[src/rtl/busca_pkg.sv]
// Shared types for the instruction-fetch stage and the addressing-mode decoder.
// FSM states, addressing-mode codes and opcode classes.
package busca_pkg;

   typedef enum logic [1:0] {
      OCIOSO  = 2'd0,
      BUSCA   = 2'd1,
      ENTREGA = 2'd2
   } estado_t;

   localparam logic [1:0] MODO_I  = 2'b00;
   localparam logic [1:0] MODO_J  = 2'b01;
   localparam logic [1:0] MODO_R  = 2'b10;
   localparam logic [1:0] MODO_JE = 2'b11;

   // opcode[4:3] classes
   localparam logic [1:0] CLASSE_R  = 2'b00;
   localparam logic [1:0] CLASSE_I  = 2'b01;
   localparam logic [1:0] CLASSE_J  = 2'b10;
   localparam logic [1:0] CLASSE_JE = 2'b11;

   localparam int unsigned OPC_W   = 5;
   localparam int unsigned INSTR_W = 27;

endpackage

[src/rtl/busca_instrucao_if.sv]
// Bundles of the fetch stage: instruction-memory bus and downstream output.
// Signal names match the fetch-stage port names.
interface busca_mem_if #(
   parameter int PC_W = 10
) ();
   logic            mem_req;
   logic [PC_W-1:0] mem_addr;
   logic            mem_ack;
   logic [31:0]     mem_dado;

   modport master (
      output mem_req,
      output mem_addr,
      input  mem_ack,
      input  mem_dado
   );

   modport slave (
      input  mem_req,
      input  mem_addr,
      output mem_ack,
      output mem_dado
   );
endinterface

interface busca_saida_if #(
   parameter int PC_W = 10
) ();
   logic            saida_valida;
   logic            saida_pronta;
   logic [4:0]      opcode;
   logic [26:0]     instrucao;
   logic [1:0]      controle;
   logic [PC_W-1:0] pc_atual;

   modport master (
      output saida_valida,
      input  saida_pronta,
      output opcode,
      output instrucao,
      output controle,
      output pc_atual
   );

   modport slave (
      input  saida_valida,
      output saida_pronta,
      input  opcode,
      input  instrucao,
      input  controle,
      input  pc_atual
   );
endinterface

[src/rtl/busca_instrucao_classe_opcode.sv]
// Combinational opcode -> addressing-mode (controle) mapping.
// Shared with the addressing-mode decoder.
module classe_opcode
   import busca_pkg::*;
(
   input  logic [4:0] opcode,
   output logic [1:0] controle
);

   logic [1:0] classe;
   logic       unused_bits;

   assign classe      = opcode[4:3];
   assign unused_bits = ^opcode[2:0];

   always_comb begin
      controle = MODO_R;
      unique case (1'b1)
         (classe == CLASSE_R):  controle = MODO_R;
         (classe == CLASSE_I):  controle = MODO_I;
         (classe == CLASSE_J):  controle = MODO_J;
         (classe == CLASSE_JE): controle = MODO_JE;
      endcase
   end

endmodule

[src/rtl/busca_instrucao.sv]
// Instruction-fetch stage: PC, memory req/ack, latched word, valid/ready out.
// Optional BUSCA_CONTADORES_EN adds delivered/discarded word counters.
module busca_instrucao
   import busca_pkg::*;
#(
   parameter int              PC_W       = 10,
   parameter logic [PC_W-1:0] PC_INICIAL = '0
) (
   input  logic            clock,
   input  logic            reset_n,
   busca_mem_if.master     mem,
   input  logic            desvio,
   input  logic [PC_W-1:0] endereco_desvio,
   busca_saida_if.master   saida
`ifdef BUSCA_CONTADORES_EN
   ,
   output logic [15:0]     cont_entregues,
   output logic [15:0]     cont_descartes
`endif
);

   estado_t         estado_q, estado_d;
   logic [PC_W-1:0] pc_q, pc_d;
   logic [PC_W-1:0] addr_q, addr_d;
   logic [PC_W-1:0] pca_q, pca_d;
   logic            desc_q, desc_d;
   logic [31:0]     palavra_q, palavra_d;
   logic [1:0]      ctrl_q, ctrl_d;
   logic [1:0]      ctrl_nova;
   logic [PC_W-1:0] pc_inc;

   classe_opcode u_classe (
      .opcode   (mem.mem_dado[31:27]),
      .controle (ctrl_nova)
   );

   assign pc_inc = pc_q + PC_W'(1);

   always_comb begin
      estado_d  = estado_q;
      pc_d      = pc_q;
      addr_d    = addr_q;
      pca_d     = pca_q;
      desc_d    = desc_q;
      palavra_d = palavra_q;
      ctrl_d    = ctrl_q;
      case (estado_q)
         OCIOSO: begin
            if (desvio) begin
               pc_d = endereco_desvio;
            end else begin
               addr_d   = pc_q;
               estado_d = BUSCA;
            end
         end
         BUSCA: begin
            // redirect never aborts the bus transfer; the word is dropped later
            if (desvio) begin
               pc_d   = endereco_desvio;
               desc_d = 1'b1;
            end
            if (mem.mem_ack) begin
               if (desvio || desc_q) begin
                  desc_d   = 1'b0;
                  estado_d = OCIOSO;
               end else begin
                  palavra_d = mem.mem_dado;
                  ctrl_d    = ctrl_nova;
                  pca_d     = addr_q;
                  estado_d  = ENTREGA;
               end
            end
         end
         ENTREGA: begin
            if (desvio) begin
               pc_d     = endereco_desvio;
               addr_d   = endereco_desvio;
               estado_d = BUSCA;
            end else if (saida.saida_pronta) begin
               pc_d     = pc_inc;
               addr_d   = pc_inc;
               estado_d = BUSCA;
            end
         end
         default: estado_d = OCIOSO;
      endcase
   end

   always_ff @(posedge clock or negedge reset_n) begin
      if (!reset_n) begin
         estado_q  <= OCIOSO;
         pc_q      <= PC_INICIAL;
         addr_q    <= PC_INICIAL;
         pca_q     <= PC_INICIAL;
         desc_q    <= 1'b0;
         palavra_q <= '0;
         ctrl_q    <= '0;
      end else begin
         estado_q  <= estado_d;
         pc_q      <= pc_d;
         addr_q    <= addr_d;
         pca_q     <= pca_d;
         desc_q    <= desc_d;
         palavra_q <= palavra_d;
         ctrl_q    <= ctrl_d;
      end
   end

   assign mem.mem_req        = (estado_q == BUSCA);
   assign mem.mem_addr       = addr_q;
   assign saida.saida_valida = (estado_q == ENTREGA);
   assign saida.opcode       = palavra_q[31:27];
   assign saida.instrucao    = palavra_q[26:0];
   assign saida.controle     = ctrl_q;
   assign saida.pc_atual     = pca_q;

`ifdef BUSCA_CONTADORES_EN
   logic        entregue, descartada;
   logic [15:0] cont_ent_q, cont_ent_d;
   logic [15:0] cont_desc_q, cont_desc_d;

   assign entregue   = (estado_q == ENTREGA) && saida.saida_pronta;
   assign descartada = (estado_q == BUSCA) && mem.mem_ack
                       && (desvio || desc_q);

   always_comb begin
      cont_ent_d  = cont_ent_q;
      cont_desc_d = cont_desc_q;
      if (entregue && (cont_ent_q != 16'hFFFF)) begin
         cont_ent_d = cont_ent_q + 16'd1;
      end
      if (descartada && (cont_desc_q != 16'hFFFF)) begin
         cont_desc_d = cont_desc_q + 16'd1;
      end
   end

   always_ff @(posedge clock or negedge reset_n) begin
      if (!reset_n) begin
         cont_ent_q  <= '0;
         cont_desc_q <= '0;
      end else begin
         cont_ent_q  <= cont_ent_d;
         cont_desc_q <= cont_desc_d;
      end
   end

   assign cont_entregues = cont_ent_q;
   assign cont_descartes = cont_desc_q;
`endif

endmodule

[src/flat_wrapper.sv]
// flat-port wrapper written by rule: the top's interface ports become plain ports
module busca_instrucao_flat import busca_pkg::*;
#(
   parameter int              PC_W       = 10,
   parameter logic [PC_W-1:0] PC_INICIAL = '0
)
  (clock, reset_n, desvio, endereco_desvio, mem_mem_req, mem_mem_addr, mem_mem_ack, mem_mem_dado, saida_saida_valida, saida_saida_pronta, saida_opcode, saida_instrucao, saida_controle, saida_pc_atual);
  busca_mem_if #(.PC_W(PC_W)) mem_i ();
  busca_saida_if #(.PC_W(PC_W)) saida_i ();
  input  logic clock;
  input  logic reset_n;
  input  logic desvio;
  input  logic [PC_W-1:0] endereco_desvio;
  output wire logic [$bits(mem_i.mem_req)-1:0] mem_mem_req;
  output wire logic [$bits(mem_i.mem_addr)-1:0] mem_mem_addr;
  input wire logic [$bits(mem_i.mem_ack)-1:0] mem_mem_ack;
  input wire logic [$bits(mem_i.mem_dado)-1:0] mem_mem_dado;
  output wire logic [$bits(saida_i.saida_valida)-1:0] saida_saida_valida;
  input wire logic [$bits(saida_i.saida_pronta)-1:0] saida_saida_pronta;
  output wire logic [$bits(saida_i.opcode)-1:0] saida_opcode;
  output wire logic [$bits(saida_i.instrucao)-1:0] saida_instrucao;
  output wire logic [$bits(saida_i.controle)-1:0] saida_controle;
  output wire logic [$bits(saida_i.pc_atual)-1:0] saida_pc_atual;
  assign mem_mem_req = mem_i.mem_req;
  assign mem_mem_addr = mem_i.mem_addr;
  assign mem_i.mem_ack = mem_mem_ack;
  assign mem_i.mem_dado = mem_mem_dado;
  assign saida_saida_valida = saida_i.saida_valida;
  assign saida_i.saida_pronta = saida_saida_pronta;
  assign saida_opcode = saida_i.opcode;
  assign saida_instrucao = saida_i.instrucao;
  assign saida_controle = saida_i.controle;
  assign saida_pc_atual = saida_i.pc_atual;
  busca_instrucao #(.PC_W(PC_W), .PC_INICIAL(PC_INICIAL)) u_core (.clock(clock), .reset_n(reset_n), .mem(mem_i), .desvio(desvio), .endereco_desvio(endereco_desvio), .saida(saida_i));
endmodule
[config.mk]
export PLATFORM = sky130hd
export DESIGN_NAME = busca_instrucao_flat
export DESIGN_NICKNAME = d
export VERILOG_FILES = /design/src/rtl/busca_pkg.sv /design/src/rtl/busca_instrucao_if.sv /design/src/rtl/busca_instrucao_classe_opcode.sv /design/src/rtl/busca_instrucao.sv /design/src/flat_wrapper.sv
export SDC_FILE = /design/constraint.sdc
export NUM_CORES = 1
export LEC_CHECK = 0
export BUFFER_PORTS_ARGS = -buffer_cell sky130_fd_sc_hd__buf_2
export CORE_MARGIN = 8
export CORE_UTILIZATION = 50
export DETAILED_ROUTE_END_ITERATION = 16
export PLACE_DENSITY = 0.91
export SETUP_SLACK_MARGIN = 0.3
export SLEW_MARGIN = 40
export SYNTH_ARGS = -nofsm -noshare
export SYNTH_HDL_FRONTEND = slang
export SYNTH_SLANG_ARGS = --single-unit
[constraint.sdc]
create_clock -name clock -period 1.8 [get_ports clock]
set_clock_uncertainty 0.05 [all_clocks]
set_input_delay 0.27 -clock clock [delete_from_list [all_inputs] [get_ports clock]]
set_output_delay 0.27 -clock clock [all_outputs]
set_load 0.02 [all_outputs]
==> impl_metrics.env <==
export IMPL_status="finished, final reports clean"
export IMPL_mostFrequentLayoutCells="buf_2 (101), dfrtp_1 (59), mux2_2 (42), buf_4 (28), a21oi_1 (16)"
export IMPL_ys_seq_area_frac=0.546
export IMPL_crit_type="reg -> reg"
export IMPL_synthDistinctLibCells=45
export IMPL_total_power_mw=7.47
export IMPL_synthArstFlopShare=1.00
export IMPL_grt_pass1_vias=2593
export IMPL_cts_sinks=67
export IMPL_wl_mm=9.86
export IMPL_rows=28
export IMPL_finalCritPeriodShare=0.904
export IMPL_place_gp_congestion=0.897
export IMPL_p_leak_nw=2.06
export IMPL_setup_viol=0
export IMPL_cts_root_buf="clkbuf_8"
export IMPL_n_antenna_cell=0
export IMPL_tns_ns=0
export IMPL_power_density_nw_per_um2=1690
export IMPL_final_max_slew_viol_count=0
export IMPL_clock_latency_ns=0.35
export IMPL_grt_pass1_wl_mm=13.0
export IMPL_drt_iter0_drc=254
export IMPL_syn_inst=265
export IMPL_hold_path_class="in -> reg"
export IMPL_relSlewSlack=0.605
export IMPL_synth_area_per_cell_um2=11.6
export IMPL_core_area_um2=5920
export IMPL_grt_usage=0.187
export IMPL_cts_buffers=9
export IMPL_grt_max_degree=40
export IMPL_dpl_worst_slack_ns=0.109
export IMPL_cts_tree="done"
export IMPL_hold_violations=0
export IMPL_ir_drop_v=0.00104
export IMPL_dieArea_um2=8910
export IMPL_ys_ff_latch=67
export IMPL_via_per_inst=5.68
export IMPL_startpoint_type="flop"
export IMPL_required_ns=2.03
export IMPL_nNetsFinal=450
export IMPL_ys_flop_type="dfrtp_1"
export IMPL_synth_edf_count=0
export IMPL_synth_net_count=315
export IMPL_rsz0062_at_grt="yes"
export IMPL_dp_hpwl_mm=5.94
export IMPL_tightest_slew_ns=0.593
export IMPL_vias=2728
export IMPL_clk_pin_slew_ns=0.08
export IMPL_cp_arrival_ns=1.85
export IMPL_dieHeight_um=94.4
export IMPL_grt_remaining_overflow=0
export IMPL_maxCapViolCount=0
export IMPL_yosys_warnings=0
export IMPL_layout_commonest_cell="buf_2"
export IMPL_grt_antenna_before_repair=0
export IMPL_start_util=0.519
export IMPL_io_pins=103
export IMPL_layout_min_cycle_time_ns=1.63
export IMPL_io_buffers=102
export IMPL_ant_nets=0
export IMPL_area_delta_synth_final_pct=43.6
export IMPL_dr_pass1_iters=5
export IMPL_wire_per_inst_um=20.5
export IMPL_cts_buffer_depth=2
export IMPL_netlist_area_um2=3070
export IMPL_cp_max_fo=6
export IMPL_drive_above_1_share=0.578
export IMPL_worst_slack_ns=0.173
export IMPL_route_detailed_drc=0
export IMPL_timing_hold_ws_ns=0.0999
export IMPL_fp_dieW_um=94.4
export IMPL_crit_path_end_kind="flop"
export IMPL_final_core_util=0.745
export IMPL_max_freq_mhz=615
export IMPL_htreeDepth=3
==> area by class of cell <==
cell class	instances	area (µm²)
sequential	67	1690
tap	75	93.8
inverter	6	35.0
fill	337	1510
timing repair buffer	140	910
clock inverter	6	114
clock buffer	10	128
multi-input combinational	176	1450
==> critical path, cell delays in order, from the launching register on <==
cell and delay (ns):
dfrtp_1 0.42, nand3_2 0.17, or3_4 0.44, o311a_1 0.35, a21oi_2 0.13
==> timing repair <==
item / 4_1_cts / 5_1_grt
pin swaps: 2 / 12
gates resized for setup: 13 / 34
buffers inserted: 12 / 9
hold buffers: 1 / 0
hold endpoints to repair: 23 / 0
cloned: 1 / 4
setup endpoints to repair: 59 / 29
==> sequential cells by signal, indices dropped and copies added, names as in the netlist <==
register and count:
u_core.palavra_q 32, u_core.mem.mem_addr 10, u_core.pc_q 10, u_core.saida.pc_atual 10, u_core.estado_q 2, u_core.saida.controle 2, u_core.desc_q 1
==> per-stage QoR <==
step / std cells / cell area (µm²)
finish: 480 / 4410
global route: 480 / 4410
CTS: 467 / 4150
detailed placement: 437 / 3750
global placement: 437 / 3750
floorplan: 265 / 3150
==> where the power goes <==
group	internal [mW]	switching [mW]	leakage, nW
clock	0.923	0.636	0.113
combinational	1.39	1.84	1.17
sequential	2.19	0.481	0.778
==> kinds of logic (layout without fill, tap and decap cells) <==
group / Yosys count / count (layout) / share of synthesized area
and+or+nand+nor: 66 / 66 / 0.120
AOI/OAI and AO/OA: 62 / 62 / 0.125
adders and majority gates: 3 / 3 / 0.0122
buffers and inverters: 22 / 162 / 0.0346
xor gates and xnor gates: 1 / 1 / 0.00285
muxes: 44 / 44 / 0.160
DFF: 67 / 67 / 0.546
==> metal layers <==
metal,vias up,global-route usage,part of all wire,wire length [µm]
li1,1222,-,-,-
met1,1318,0.222,0.39,3830
met2,165,0.312,0.48,4720
met3,23,0.0651,0.11,1070
met4,0,0.0555,0.024,233
met5,-,0,0,0
==> synthesized netlist by cell type (3+ instances only) <==
library cell  count  share of area
a2bb2oi_1         3         0.0086
o22ai_1           3         0.0061
nor2_1           15          0.018
nor2b_1           4         0.0081
dfrtp_1          67           0.55
clkbuf_1          3         0.0037
a21oi_1          22          0.036
buf_2            10          0.016
a31oi_1           7          0.014
nand2_1          14          0.017
nand3_1           7          0.011
o21a_1            4         0.0098
inv_1             5         0.0061
mux2_2           42           0.15
ha_1              3          0.012
nand2b_1          9          0.018
o21ai_0          12          0.020
==> final timing paths <==
path,endpoint,slack [ns],cells past startpoint,start
max,u_core.mem.mem_addr[8],0.17,4,u_core.pc_q[3]
min,u_core.palavra_q[21],0.1,2,mem_mem_dado[21]
max reg2reg,u_core.mem.mem_addr[8],0.17,4,u_core.pc_q[3]
min reg2reg,u_core.palavra_q[21],0.45,1,u_core.palavra_q[21]
max in group asynchronous,u_core.palavra_q[26],0.70,3,reset_n
min in group asynchronous,u_core.palavra_q[8],0.40,2,reset_n
No activity file was read; power rests on OpenSTA's default activity.
